### src/rtl/div_const_recon_if.sv
// Handshake bundle for div_const_recon: quotient/remainder in, reconstructed dividend out.
interface div_const_recon_if #(
  parameter int X_WIDTH = 16,
  parameter int Q_WIDTH = 14,
  parameter int R_WIDTH = 3
);
  logic [Q_WIDTH-1:0] in_q;
  logic [R_WIDTH-1:0] in_r;
  logic               in_valid;
  logic               in_ready;
  logic [X_WIDTH-1:0] out_x;
  logic               out_r_err;
  logic               out_ovf;
  logic               out_valid;
  logic               out_ready;

  modport master (
    output in_q, in_r, in_valid, out_ready,
    input  in_ready, out_x, out_r_err, out_ovf, out_valid
  );

  modport slave (
    input  in_q, in_r, in_valid, out_ready,
    output in_ready, out_x, out_r_err, out_ovf, out_valid
  );
endinterface

### src/rtl/div_const_recon.sv
// Rebuilds X = DIVISOR*Q + R by sequential shift-add, one DIVISOR bit per BUSY cycle.
// Single transaction in flight; all outputs are registered.
module div_const_recon #(
  parameter int X_WIDTH = 16,
  parameter int Q_WIDTH = 14,
  parameter int R_WIDTH = 3,
  parameter int DIVISOR = 5,
  parameter int D_BITS  = 3
) (
  input  logic clk,
  input  logic rst,
  div_const_recon_if.slave bus
);

  localparam int AW = Q_WIDTH + D_BITS + 1;
  localparam int CW = (D_BITS > 1) ? $clog2(D_BITS) : 1;
  localparam logic [D_BITS-1:0] DIV_BITS = D_BITS'(DIVISOR);
  localparam logic [31:0]       DIV32    = 32'(DIVISOR);
  localparam logic [CW-1:0]     CNT_LAST = CW'(D_BITS - 1);

  typedef enum logic [1:0] {
    IDLE = 2'd0,
    BUSY = 2'd1,
    DONE = 2'd2
  } state_t;

  state_t             state_r;
  logic [AW-1:0]      acc_r;
  logic [Q_WIDTH-1:0] q_r;
  logic [CW-1:0]      cnt_r;
  logic               r_err_r;
  logic               in_ready_r;
  logic               out_valid_r;
  logic [X_WIDTH-1:0] out_x_r;
  logic               out_ovf_r;
  logic               out_r_err_r;

  logic [AW-1:0]      pp_s;
  logic [AW-1:0]      sum_s;

  // Partial product for the current DIVISOR bit; zero bits still take a cycle.
  always_comb begin
    pp_s  = AW'(q_r) << cnt_r;
    sum_s = acc_r;
    if (DIV_BITS[cnt_r]) begin
      sum_s = acc_r + pp_s;
    end else begin
      sum_s = acc_r;
    end
  end

  // Control FSM with datapath and registered handshake outputs.
  always_ff @(posedge clk) begin
    if (rst) begin
      state_r     <= IDLE;
      acc_r       <= {AW{1'b0}};
      q_r         <= {Q_WIDTH{1'b0}};
      cnt_r       <= {CW{1'b0}};
      r_err_r     <= 1'b0;
      in_ready_r  <= 1'b1;
      out_valid_r <= 1'b0;
      out_x_r     <= {X_WIDTH{1'b0}};
      out_ovf_r   <= 1'b0;
      out_r_err_r <= 1'b0;
    end else begin
      case (state_r)
        IDLE: begin
          if (bus.in_valid && in_ready_r) begin
            acc_r      <= AW'(bus.in_r);
            q_r        <= bus.in_q;
            r_err_r    <= (32'(bus.in_r) >= DIV32);
            cnt_r      <= {CW{1'b0}};
            in_ready_r <= 1'b0;
            state_r    <= BUSY;
          end
        end
        BUSY: begin
          acc_r <= sum_s;
          cnt_r <= cnt_r + CW'(1);
          // Final bit: publish the result directly from the sum so DONE entry has it.
          if (cnt_r == CNT_LAST) begin
            state_r     <= DONE;
            out_valid_r <= 1'b1;
            out_x_r     <= sum_s[X_WIDTH-1:0];
            out_ovf_r   <= |sum_s[AW-1:X_WIDTH];
            out_r_err_r <= r_err_r;
          end
        end
        DONE: begin
          if (bus.out_ready) begin
            state_r     <= IDLE;
            out_valid_r <= 1'b0;
            in_ready_r  <= 1'b1;
          end
        end
        default: begin
          state_r     <= IDLE;
          in_ready_r  <= 1'b1;
          out_valid_r <= 1'b0;
        end
      endcase
    end
  end

  assign bus.in_ready  = in_ready_r;
  assign bus.out_valid = out_valid_r;
  assign bus.out_x     = out_x_r;
  assign bus.out_ovf   = out_ovf_r;
  assign bus.out_r_err = out_r_err_r;

endmodule

### src/flat_wrapper.sv
// flat-port wrapper written by rule: the top's interface ports become plain ports
module div_const_recon_flat 
#(
  parameter int X_WIDTH = 16,
  parameter int Q_WIDTH = 14,
  parameter int R_WIDTH = 3,
  parameter int DIVISOR = 5,
  parameter int D_BITS  = 3
)
  (clk, rst, bus_in_q, bus_in_r, bus_in_valid, bus_out_ready, bus_in_ready, bus_out_x, bus_out_r_err, bus_out_ovf, bus_out_valid);
  div_const_recon_if #(.X_WIDTH(X_WIDTH), .Q_WIDTH(Q_WIDTH), .R_WIDTH(R_WIDTH)) bus_i ();
  input  logic clk;
  input  logic rst;
  input wire logic [$bits(bus_i.in_q)-1:0] bus_in_q;
  input wire logic [$bits(bus_i.in_r)-1:0] bus_in_r;
  input wire logic [$bits(bus_i.in_valid)-1:0] bus_in_valid;
  input wire logic [$bits(bus_i.out_ready)-1:0] bus_out_ready;
  output wire logic [$bits(bus_i.in_ready)-1:0] bus_in_ready;
  output wire logic [$bits(bus_i.out_x)-1:0] bus_out_x;
  output wire logic [$bits(bus_i.out_r_err)-1:0] bus_out_r_err;
  output wire logic [$bits(bus_i.out_ovf)-1:0] bus_out_ovf;
  output wire logic [$bits(bus_i.out_valid)-1:0] bus_out_valid;
  assign bus_i.in_q = bus_in_q;
  assign bus_i.in_r = bus_in_r;
  assign bus_i.in_valid = bus_in_valid;
  assign bus_i.out_ready = bus_out_ready;
  assign bus_in_ready = bus_i.in_ready;
  assign bus_out_x = bus_i.out_x;
  assign bus_out_r_err = bus_i.out_r_err;
  assign bus_out_ovf = bus_i.out_ovf;
  assign bus_out_valid = bus_i.out_valid;
  div_const_recon #(.X_WIDTH(X_WIDTH), .Q_WIDTH(Q_WIDTH), .R_WIDTH(R_WIDTH), .DIVISOR(DIVISOR), .D_BITS(D_BITS)) u_core (.clk(clk), .rst(rst), .bus(bus_i));
endmodule
### config.mk
export PLATFORM = sky130hd
export DESIGN_NAME = div_const_recon_flat
export DESIGN_NICKNAME = d
export VERILOG_FILES = /design/src/rtl/div_const_recon_if.sv /design/src/rtl/div_const_recon.sv /design/src/flat_wrapper.sv
export SDC_FILE = /design/constraint.sdc
export NUM_CORES = 1
export LEC_CHECK = 0
export BUFFER_PORTS_ARGS = -buffer_cell sky130_fd_sc_hd__buf_2
export CAP_MARGIN = 20
export CORE_AREA = 2 2 80 98
export DETAILED_ROUTE_END_ITERATION = 8
export DIE_AREA = 0 0 82 100
export PLACE_DENSITY = 0.8
export SYNTH_ARGS = -nofsm -noshare
export SYNTH_HDL_FRONTEND = slang
export SYNTH_SLANG_ARGS = --single-unit
### constraint.sdc
create_clock -name clk -period 9.3 [get_ports clk]
set_input_delay 1.86 -clock clk [delete_from_list [all_inputs] [get_ports clk]]
set_output_delay 1.86 -clock clk [all_outputs]
set_load 0.1 [all_outputs]
==> results of run 1 <==
## registers in the layout (all words and copies together), names as in the netlist
name                  flops
u_core.bus.out_r_err      1
u_core.bus.in_ready       1
u_core.q_r               14
u_core.bus.out_x         16
u_core.state_r            2
u_core.cnt_r              2
u_core.bus.out_ovf        1
u_core.bus.out_valid      1
u_core.r_err_r            1
u_core.acc_r             18
## through the flow
| step | util (%) | hold WS, ns | instance area, sq um |
|---|---|---|---|
| 3_3_place_gp | 50.3 | 0.442 | 3700 |
| 3_5_place_dp | 50.3 | 0.448 | 3700 |
| 2_1_floorplan | - | 0.432 | 3480 |
| 4_1_cts | 52.6 | 0.456 | 3870 |
| 5_1_grt | 52.9 | 0.473 | 3890 |
| 6_report | 52.9 | 0.450 | 3890 |
## layout make-up
| cell class | instances | area share (%) |
|---|---|---|
| clock buffers | 13 | 4.34 |
| inverters | 6 | 0.579 |
| multi-input cells | 342 | 56.7 |
| flip-flops and latches | 57 | 29.3 |
| well taps | 92 | 2.96 |
| repair buffers | 43 | 6.05 |
## worst max-delay path: cells and delay by family (launching register included)
family                     cells  cell delay, ns
buffers and inverters          1            0.28
DFF                            1            0.87
AOI/OAI and AO/OA              4            1.13
adders and majority gates      2            0.66
and+or+nand+nor                3            0.48
## power by group through the flow
stage	clock network [mW]	registers (mW)	logic, mW
floorplan	0	0.273	0.0870
global placement	0	0.273	0.113
detailed placement	0	0.273	0.114
CTS	0.208	0.268	0.115
global route	0.217	0.270	0.128
finish	0.205	0.268	0.118
## how the worst max path moves through the flow
stage / to / slack (ns) / start
2_1_floorplan: u_core.bus.out_ovf$_SDFFE_PP0P_ / 6.08 / u_core.cnt_r[0]$_SDFFE_PP0P_
3_5_place_dp: u_core.acc_r[14]$_SDFFE_PP0P_ / 5.81 / u_core.cnt_r[0]$_SDFFE_PP0P_
4_1_cts: u_core.acc_r[14]$_SDFFE_PP0P_ / 5.81 / u_core.cnt_r[0]$_SDFFE_PP0P_
6_report: u_core.acc_r[14]$_SDFFE_PP0P_ / 5.78 / u_core.cnt_r[0]$_SDFFE_PP0P_
5_1_grt: u_core.acc_r[14]$_SDFFE_PP0P_ / 5.53 / u_core.cnt_r[0]$_SDFFE_PP0P_
3_3_place_gp: u_core.bus.out_ovf$_SDFFE_PP0P_ / 5.95 / rst
## cells in the final DEF, fill, tap and decap left out, types with 3 or more instances in the layout
cell type / Yosys / layout
a211oi_1: 9 / 9
a21oi_1: 62 / 62
a22oi_1: 3 / 3
and3_1: 3 / 3
buf_2: 2 / 40
clkbuf_8: 0 / 12
dfxtp_1: 57 / 57
ha_1: 19 / 19
inv_1: 6 / 6
mux2i_1: 8 / 8
mux4_2: 8 / 8
nand2_1: 72 / 72
nand2b_1: 7 / 7
nand3_1: 12 / 12
nand3b_1: 9 / 9
nand4_1: 3 / 3
nor2_1: 35 / 35
nor3_1: 9 / 9
o211ai_1: 9 / 9
o21a_1: 4 / 4
o21ai_0: 11 / 11
o21ai_1: 6 / 6
o21bai_1: 3 / 3
xnor2_1: 8 / 8
## routing by layer
layer / track usage, % / share of wire, %
met1: 27.7 / 46
met2: 34.1 / 47
met3: 3.78 / 4.8
met4: 9.62 / 2.5
met5: 0 / 0
## kinds of logic (layout without fill, tap and decap cells)
kind of cell / Yosys count / count (layout) / share of synthesized area [%]
AND/OR/NAND/NOR: 168 / 168 / 23.3
AO/OA/AOI/OAI: 128 / 128 / 22.6
flip-flops: 57 / 57 / 32.8
buffers and inverters: 34 / 62 / 3.74
adder cells (fa/ha/maj): 20 / 20 / 7.41
multiplexers: 17 / 17 / 7.81
XOR/XNOR: 9 / 9 / 2.27
==> impl_metrics.env, run 1 <==
export IMPL_tightest_slew_ns=0.839
export IMPL_grt_ovfl_total=0
export IMPL_netlist_cell_type_count=54
export IMPL_drc=0
export IMPL_multi_input_area_sq_um=2210
export IMPL_rows=35
export IMPL_core_sq_um=7360
export IMPL_setup_viol=0
export IMPL_yosysWarnings=0
export IMPL_fill_cells=708
export IMPL_fin_setup_tns_ns=0
export IMPL_fin_ws_ns=5.78
export IMPL_port_buffers=40
export IMPL_ys_flop_type="dfxtp_1"
export IMPL_yosysTopAreaCellShare_pct=32.8
export IMPL_grt_antenna_before_repair=0
export IMPL_final_hold_violation_count=0
export IMPL_finalCritPeriodShare_pct=37.9
export IMPL_syn_to_final_growth_pct=11.8
export IMPL_viasPerCell=5.84
export IMPL_slew_headroom_pct=44.0
export IMPL_root_buffer="clkbuf_8"
export IMPL_synth_area_leaders="dfxtp_1 33%, a21oi_1 8.9%, nand2_1 7.8%"
export IMPL_ir_drop_mv=0.0817
export IMPL_routed_wl_mm=8.36
export IMPL_status="completed"
export IMPL_antennaDiodeCount=0
export IMPL_syn_num_nets=474
export IMPL_holdPathStages=2
export IMPL_final_cells=553
export IMPL_power_uw=591
export IMPL_critPathMaxStageDelay_ns=0.87
export IMPL_crit_path_end_kind="register"
export IMPL_dieArea_sq_um=8200
export IMPL_grt_max_degree=69
export IMPL_clk_pin_slew_ns=0.06
export IMPL_power_internal_uw=413
export IMPL_wire_per_inst_um=15.1
export IMPL_rsz0062_at_grt="false"
export IMPL_initial_core_util_pct=47.3
export IMPL_gp_congestion=1.00
export IMPL_synth_common_cells="72 x nand2_1, 62 x a21oi_1, 57 x dfxtp_1"
export IMPL_htreeDepth=3
export IMPL_dp_cells=539
export IMPL_worstPathRequired_ns=9.54
export IMPL_hold_class="reg2reg"
export IMPL_cts_buffers=9
export IMPL_synth_edf_count=0
export IMPL_die_y_um=100
export IMPL_num_vias=3230
export IMPL_p_seq_share_pct=45.4
export IMPL_power_leakage_nw=1.50
export IMPL_seq_area_sq_um=1140
export IMPL_seq_area_frac_synth_pct=32.8
export IMPL_start_kind="register"
export IMPL_cts_tree="built"
export IMPL_post_cts_setup_buffers=0
export IMPL_clockBufferDepth=2
export IMPL_drv_cap=0
export IMPL_clk_latency_ns=0.35
export IMPL_cts_resized=0
export IMPL_cts_sinks=57
export IMPL_switching_power_uw=178
export IMPL_cp_cell_sequence="inv_1, and3_1, ha_1, fa_1, a211oi_1, nor2_1, o211ai_1, a211o_1, nand2_1, o311ai_1"
export IMPL_r2r_end="u_core.acc_r[14]$_SDFFE_PP0P_"
export IMPL_synth_area_sq_um=3480
export IMPL_grt_pass1_wl_mm=13.5
export IMPL_grt_pass1_vias=2883
export IMPL_ys_seq_elements=57
export IMPL_drt_iter0_drc=224
export IMPL_ant_nets=0
export IMPL_clkPwrFrac_pct=34.7
export IMPL_avgSynthCellArea_sq_um=8.03
export IMPL_clock_fmax_ghz=0.284
export IMPL_finalMaxSlewViolations=0
export IMPL_rr_worst_depth=10
export IMPL_drive_gt1_share_pct=15.4
export IMPL_r2r_start="u_core.cnt_r[0]$_SDFFE_PP0P_"
export IMPL_cp_arrival_ns=3.76
export IMPL_synth_top_cell_by_area="dfxtp_1"
export IMPL_netlist_instances=433
export IMPL_fin_crit_ns=3.52
export IMPL_path_max_fanout=19
export IMPL_layout_nets=500
export IMPL_hold_start="u_core.bus.out_x[9]$_SDFFE_PP0P_"
export IMPL_r2r_setup_slack_ns=5.78
export IMPL_dp_hpwl_mm=6.02
export IMPL_dp_slack_ns=5.81
export IMPL_ctsHoldBuffers=0
export IMPL_worstSetupPathType="reg2reg"
export IMPL_netSwitchingFraction_pct=30.1
export IMPL_critPathSlowestCell="dfxtp_1"
export IMPL_track_usage_pct=21.3
export IMPL_worstHoldEndpoint="u_core.bus.out_x[9]$_SDFFE_PP0P_"
export IMPL_drtPass1Iterations=5
export IMPL_synthArstFlopShare_pct=0
export IMPL_combPwrFrac_pct=19.9
export IMPL_fin_worst_skew_ns=0.00816
export IMPL_die_width_um=82
export IMPL_powerDensity_nw_per_um2=152
export IMPL_yosysMostFrequentCell="nand2_1"
export IMPL_pin_count=41
Note: power is estimated with default switching activity, not from simulation.
==> run 2, diff against run 1 <==
==> constraint.sdc (replaced) <==
create_clock -name clk -period 3.4 [get_ports clk]
set_input_delay 0.68 -clock clk [delete_from_list [all_inputs] [get_ports clk]]
set_output_delay 0.68 -clock clk [all_outputs]
set_load 0.1 [all_outputs]
==> run 2 against run 1 <==
  * Via count grew 0.40%
  * Sequential cell count unchanged
  * Worst hold slack gained 0.0032 ns
  * Sequential power rose to 2.7 times the previous value
  * Fmax is 17% higher
  * Critical path depth decreased by 1
  * Worst setup slack got worse by 5.4 ns
  * Non-clock buffer count grew 9
  * First-iteration DRC count is 14% lower
  * Critical path type unchanged
  * Critical endpoint is now u_core.bus.out_ovf$_SDFFE_PP0P_
  * Largest power group unchanged
==> impl_metrics.env, run 2 (synthesized netlist as in run 1, its figures left out) <==
export IMPL_holdPathStages=2
export IMPL_dp_cells=549
export IMPL_dp_hpwl_mm=6.45
export IMPL_grt_ovfl_total=0
export IMPL_layout_nets=509
export IMPL_tightest_slew_ns=0.691
export IMPL_viasPerCell=5.74
export IMPL_final_cells=565
export IMPL_rows=35
export IMPL_drtPass1Iterations=4
export IMPL_clkPwrFrac_pct=38.2
export IMPL_htreeDepth=3
export IMPL_gp_congestion=0.912
export IMPL_ant_nets=0
export IMPL_die_width_um=82
export IMPL_holdWs_ns=0.453
export IMPL_path_max_fanout=10
export IMPL_fin_worst_skew_ns=0.00432
export IMPL_wire_per_inst_um=15.4
export IMPL_clock_fmax_ghz=0.333
export IMPL_multi_input_area_sq_um=2210
export IMPL_slew_headroom_pct=53.8
export IMPL_power_mw=1.73
export IMPL_grt_antenna_before_repair=0
export IMPL_seq_area_sq_um=1140
export IMPL_grt_pass1_wl_mm=14.2
export IMPL_power_internal_mw=1.23
export IMPL_drc=0
export IMPL_power_leakage_nw=1.56
export IMPL_worstSetupPathType="reg2reg"
export IMPL_drive_gt1_share_pct=17.5
export IMPL_ir_drop_mv=0.251
export IMPL_regMostFlops="u_core.acc_r"
export IMPL_fin_crit_ns=3.00
export IMPL_die_y_um=100
export IMPL_num_vias=3243
export IMPL_finalCritPeriodShare_pct=88.3
export IMPL_clk_pin_slew_ns=0.06
export IMPL_drv_cap=0
export IMPL_clk_latency_ns=0.34
export IMPL_setup_viol=0
export IMPL_powerDensity_nw_per_um2=433
export IMPL_drt_iter0_drc=192
export IMPL_grt_max_degree=47
export IMPL_rr_worst_depth=9
export IMPL_p_seq_share_pct=42.1
export IMPL_port_buffers=40
export IMPL_fill_cells=735
export IMPL_clockBufferDepth=2
export IMPL_core_sq_um=7360
export IMPL_grt_pass1_vias=3129
export IMPL_fin_setup_tns_ns=0
export IMPL_root_buffer="clkbuf_8"
export IMPL_cp_arrival_ns=3.23
export IMPL_antennaDiodeCount=0
export IMPL_layout_common_cells="72 x nand2_1, 62 x a21oi_1, 56 x dfxtp_1, 40 x buf_2, 35 x nor2_1"
export IMPL_cts_tree="built"
export IMPL_status="completed"
export IMPL_netSwitchingFraction_pct=29.0
export IMPL_final_hold_violation_count=0
export IMPL_ctsHoldBuffers=0
export IMPL_rsz0062_at_grt="false"
export IMPL_combPwrFrac_pct=19.6
export IMPL_routed_wl_mm=8.71
export IMPL_finalMaxSlewViolations=0
export IMPL_crit_path_end_kind="register"
export IMPL_final_common_cell="nand2_1"
export IMPL_switching_power_uw=501
export IMPL_cts_sinks=57
export IMPL_cts_buffers=9
export IMPL_start_kind="register"
export IMPL_worstPathRequired_ns=3.63
export IMPL_largest_reg_flops=18
export IMPL_hold_class="reg2reg"
export IMPL_dieArea_sq_um=8200
export IMPL_track_usage_pct=22.4
export IMPL_syn_to_final_growth_pct=14.6
export IMPL_pin_count=41
export IMPL_initial_core_util_pct=47.3
## run 2: critical path: stages (launching register included)
cell and delay (ns):
dfxtp_2 0.48, buf_4 0.24, mux4_2 0.52, ha_1 0.39, a21oi_1 0.22, o21ai_1 0.11
or4_4 0.44, a31o_1 0.26, o211ai_2 0.14, o211ai_1 0.10
## run 2: routing by layer
| metal | global-route usage [%] | part of all wire [%] | routed length (um) | vias to the layer above |
|---|---|---|---|---|
| li1 | - | - | - | 1640 |
| met4 | 10.4 | 2.7 | 234 | 0 |
| met3 | 3.60 | 5.4 | 473 | 15 |
| met5 | 0 | 0 | 0 | - |
| met2 | 37.1 | 48 | 4140 | 92 |
| met1 | 28.3 | 44 | 3860 | 1496 |
## run 2: final cells by class
class                           instances  share of cell area (%)
Sequential cell                        57                    28.7
Inverter                                6                   0.565
Timing Repair Buffer                   52                    7.28
Tap cell                               92                    2.89
Clock inverter                          2                   0.879
Clock buffer                           14                    4.33
Multi-Input combinational cell        342                    55.4
## run 2: final timing paths
| check | start | end | slack, ns |
|---|---|---|---|
| max | u_core.cnt_r[0]$_SDFFE_PP0P_ | u_core.bus.out_ovf$_SDFFE_PP0P_ | 0.40 |
| max reg2reg | u_core.cnt_r[0]$_SDFFE_PP0P_ | u_core.bus.out_ovf$_SDFFE_PP0P_ | 0.40 |
| min reg2reg | u_core.bus.out_x[0]$_SDFFE_PP0P_ | u_core.bus.out_x[0]$_SDFFE_PP0P_ | 0.45 |
| min | u_core.bus.out_x[0]$_SDFFE_PP0P_ | u_core.bus.out_x[0]$_SDFFE_PP0P_ | 0.45 |
## run 2: power groups by stage
stage	clock network (mW)	registers [mW]	logic, mW
2_1_floorplan	0	0.747	0.238
3_3_place_gp	0	0.740	0.328
3_5_place_dp	0	0.742	0.334
4_1_cts	0.672	0.727	0.336
5_1_grt	0.691	0.733	0.373
6_report	0.660	0.728	0.339
## run 2: metrics by stage
| stage | cell area, sq um | util (%) | setup WS, ns |
|---|---|---|---|
| 6_report | 3990 | 54.2 | 0.397 |
| 5_1_grt | 3990 | 54.2 | 0.182 |
| 4_1_cts | 3980 | 54.1 | 0.234 |
| 3_5_place_dp | 3770 | 51.3 | 0.245 |
| 3_3_place_gp | 3770 | 51.3 | 0.338 |
| 2_1_floorplan | 3480 | - | 0.175 |
## run 2: timing repair
item,4_1_cts,5_1_grt
endpoints found under the setup margin,0,4
gates resized for setup,0,2
buffers inserted,0,0
==> run 3, diff against run 2 <==
--- a/config.mk
+++ b/config.mk
@@ -5,12 +5,13 @@
 export SDC_FILE = /design/constraint.sdc
 export NUM_CORES = 1
 export LEC_CHECK = 0
+export ABC_AREA = 1
 export BUFFER_PORTS_ARGS = -buffer_cell sky130_fd_sc_hd__buf_2
 export CAP_MARGIN = 20
-export CORE_AREA = 2 2 80 98
+export CORE_AREA = 2 2 83 101
 export DETAILED_ROUTE_END_ITERATION = 8
-export DIE_AREA = 0 0 82 100
-export PLACE_DENSITY = 0.8
+export DIE_AREA = 0 0 85 103
+export PLACE_DENSITY = 0.79
 export SYNTH_ARGS = -nofsm -noshare
 export SYNTH_HDL_FRONTEND = slang
 export SYNTH_SLANG_ARGS = --single-unit
==> run 3 against run 2 <==
  * Synthesized area rose by 6.5%
  * Fmax rose by 16%
  * Die area rose by 6.8%
  * Register-to-register slack improved by 0.42 ns
  * Critical path depth rose by 6
  * Clock power rose by 2%
  * Sequential share of layout area fell by 1.0 points
  * Critical path type unchanged
  * Largest power group unchanged
  * Highest routed layer unchanged
==> impl_metrics.env, run 3 <==
export IMPL_initial_core_util_pct=47.0
export IMPL_syn_num_nets=602
export IMPL_synth_compound_area_share_pct=18.2
export IMPL_syn_to_final_growth_pct=11.6
export IMPL_rsz0062_at_grt="false"
export IMPL_wire_per_inst_um=13.5
export IMPL_cp_arrival_ns=2.83
export IMPL_hold_class="reg2reg"
export IMPL_grt_pass1_vias=3480
export IMPL_synthArstFlopShare_pct=0
export IMPL_power_mw=2.09
export IMPL_status="completed"
export IMPL_cp_cell_sequence="buf_4, o21ai_0, mux2i_1, ha_1, nand2_2, nor2_2, inv_1, nor2_2, nand3_1, nand3_1, nand2_1, nand2_1, nand3_1, nor2_1, nor2_1"
export IMPL_synth_edf_count=0
export IMPL_tightest_slew_ns=0.905
export IMPL_viasPerCell=5.23
export IMPL_dieArea_sq_um=8760
export IMPL_clk_latency_ns=0.35
export IMPL_ys_seq_elements=57
export IMPL_worstPathRequired_ns=3.64
export IMPL_muxShareOfSynthArea_pct=3.51
export IMPL_num_vias=3628
export IMPL_fin_worst_skew_ns=0.00781
export IMPL_clockBufferDepth=2
export IMPL_clk_pin_slew_ns=0.06
export IMPL_root_buffer="clkbuf_8"
export IMPL_layout_common_cells="155 x nand2_1, 63 x inv_1, 57 x dfxtp_1, 52 x a21oi_1, 51 x o21ai_0"
export IMPL_fin_ws_ns=0.815
export IMPL_drive_gt1_share_pct=13.0
export IMPL_netlist_instances=561
export IMPL_synth_xor_area_share_pct=0.236
export IMPL_yosysWarnings=0
export IMPL_routed_wl_mm=9.37
export IMPL_setup_viol=0
export IMPL_pin_count=41
export IMPL_seq_area_frac_synth_pct=30.8
export IMPL_fill_cells=749
export IMPL_critPathMaxStageDelay_ns=0.46
export IMPL_clock_fmax_ghz=0.387
export IMPL_grt_ovfl_total=0
export IMPL_path_max_fanout=28
export IMPL_powerDensity_nw_per_um2=506
export IMPL_ant_nets=0
export IMPL_avgSynthCellArea_sq_um=6.60
export IMPL_yosysTopAreaCellShare_pct=30.8
export IMPL_ctsHoldBuffers=0
export IMPL_holdPathStages=2
export IMPL_synth_top_cell_by_area="dfxtp_1"
export IMPL_wl_met3_um=415
export IMPL_yosysMostFrequentCell="nand2_1"
export IMPL_die_y_um=103
export IMPL_rows=36
export IMPL_topRoutingLayerUsed="met4"
export IMPL_crit_top_cell="nand3_1"
export IMPL_fin_setup_tns_ns=0
export IMPL_antennaDiodeCount=0
export IMPL_layout_nets=635
export IMPL_dp_hpwl_mm=6.95
export IMPL_synth_simple_area_share_pct=29.9
export IMPL_port_buffers=40
export IMPL_finalMaxSlewViolations=0
export IMPL_cts_resized=0
export IMPL_holdWs_ns=0.467
export IMPL_drtPass1Iterations=5
export IMPL_slew_headroom_pct=39.6
export IMPL_grt_max_degree=34
export IMPL_grt_pass1_wl_mm=16.3
export IMPL_ir_drop_mv=0.394
export IMPL_regMostFlops="u_core.acc_r"
export IMPL_die_width_um=85
export IMPL_netlist_cell_type_count=41
export IMPL_cts_sinks=57
export IMPL_core_sq_um=7880
export IMPL_wl_met2_mm=4.56
export IMPL_drt_iter0_drc=180
export IMPL_drv_cap=0
export IMPL_fin_crit_ns=2.58
export IMPL_dp_slack_ns=0.847
export IMPL_ys_flop_type="dfxtp_1"
export IMPL_yosys_area_share_adder_pct=6.96
export IMPL_rr_worst_depth=15
export IMPL_fin_util_pct=52.4
export IMPL_htreeDepth=3
export IMPL_crit_path_end_kind="register"
export IMPL_synth_area_sq_um=3700
export IMPL_grt_antenna_before_repair=0
export IMPL_synth_area_leaders="dfxtp_1 31%, nand2_1 16%, a21oi_1 7.0%"
export IMPL_final_common_cell="nand2_1"
export IMPL_track_usage_pct=23.4
export IMPL_finalCritPeriodShare_pct=76.0
export IMPL_worstSetupPathType="reg2reg"
export IMPL_power_leakage_nw=2.03
export IMPL_synth_top_family_by_area="simple AND/OR/NAND/NOR gates"
export IMPL_synth_common_cells="155 x nand2_1, 63 x inv_1, 57 x dfxtp_1"
export IMPL_start_kind="register"
export IMPL_post_cts_setup_buffers=0
export IMPL_cts_buffers=9
export IMPL_critPathSlowestCell="ha_1"
export IMPL_largest_reg_flops=18
export IMPL_final_hold_violation_count=0
export IMPL_gp_congestion=0.908
export IMPL_drc=0
export IMPL_wl_met1_mm=4.17
export IMPL_cts_tree="built"
==> run 3: cell families (layout without fill, tap and decap cells) <==
group                      Yosys count  count (layout)
and+or+nand+nor                    257             257
AOI/OAI and AO/OA                  124             124
buffers and inverters               89             127
DFF                                 57              57
adders and majority gates           20              20
muxes                               13              13
xor gates and xnor gates             1               1
==> run 3: critical path, delay by kind of cell, from the launching register on <==
kind	cells	cell delay [ns]
fa+ha+maj	1	0.46
compound gates	1	0.30
simple gates	10	0.95
buf+inv	2	0.26
mux	1	0.18
flops	1	0.30
==> run 3: layer usage <==
| layer | track usage [%] | vias to the layer above |
|---|---|---|
| li1 | - | 1893 |
| met1 | 28.3 | 1631 |
| met2 | 40.3 | 87 |
| met3 | 4.40 | 17 |
| met4 | 10.7 | 0 |
| met5 | 0 | - |
==> run 3: where the power goes <==
| part | switching, mW | internal [mW] |
|---|---|---|
| Sequential | 0.0352 | 0.720 |
| Combinational | 0.443 | 0.218 |
| Clock | 0.278 | 0.398 |
==> run 3: final cells by class <==
cell class,instances,area (sq um),area share [%]
multi-input combinational,415,2180,52.8
sequential,57,1140,27.6
inverter,67,254,6.15
timing repair buffer,44,230,5.57
clock buffer,14,173,4.18
tap,95,119,2.88
clock inverter,2,35.0,0.848
==> run 3: stage by stage <==
| step | cells | cell area, sq um |
|---|---|---|
| after floorplan | 561 | 3700 |
| after CTS | 694 | 4130 |
| after detailed placement | 678 | 3920 |
| final | 694 | 4130 |
| after global routing | 694 | 4130 |
| after global placement | 678 | 3920 |
==> run 3: worst paths after layout <==
| check | from | to | slack (ns) |
|---|---|---|---|
| min | u_core.q_r[11]$_SDFFE_PP0P_ | u_core.q_r[11]$_SDFFE_PP0P_ | 0.47 |
| min reg2reg | u_core.q_r[11]$_SDFFE_PP0P_ | u_core.q_r[11]$_SDFFE_PP0P_ | 0.47 |
| max | u_core.cnt_r[0]$_SDFFE_PP0P_ | u_core.bus.out_ovf$_SDFFE_PP0P_ | 0.82 |
| max reg2reg | u_core.cnt_r[0]$_SDFFE_PP0P_ | u_core.bus.out_ovf$_SDFFE_PP0P_ | 0.82 |
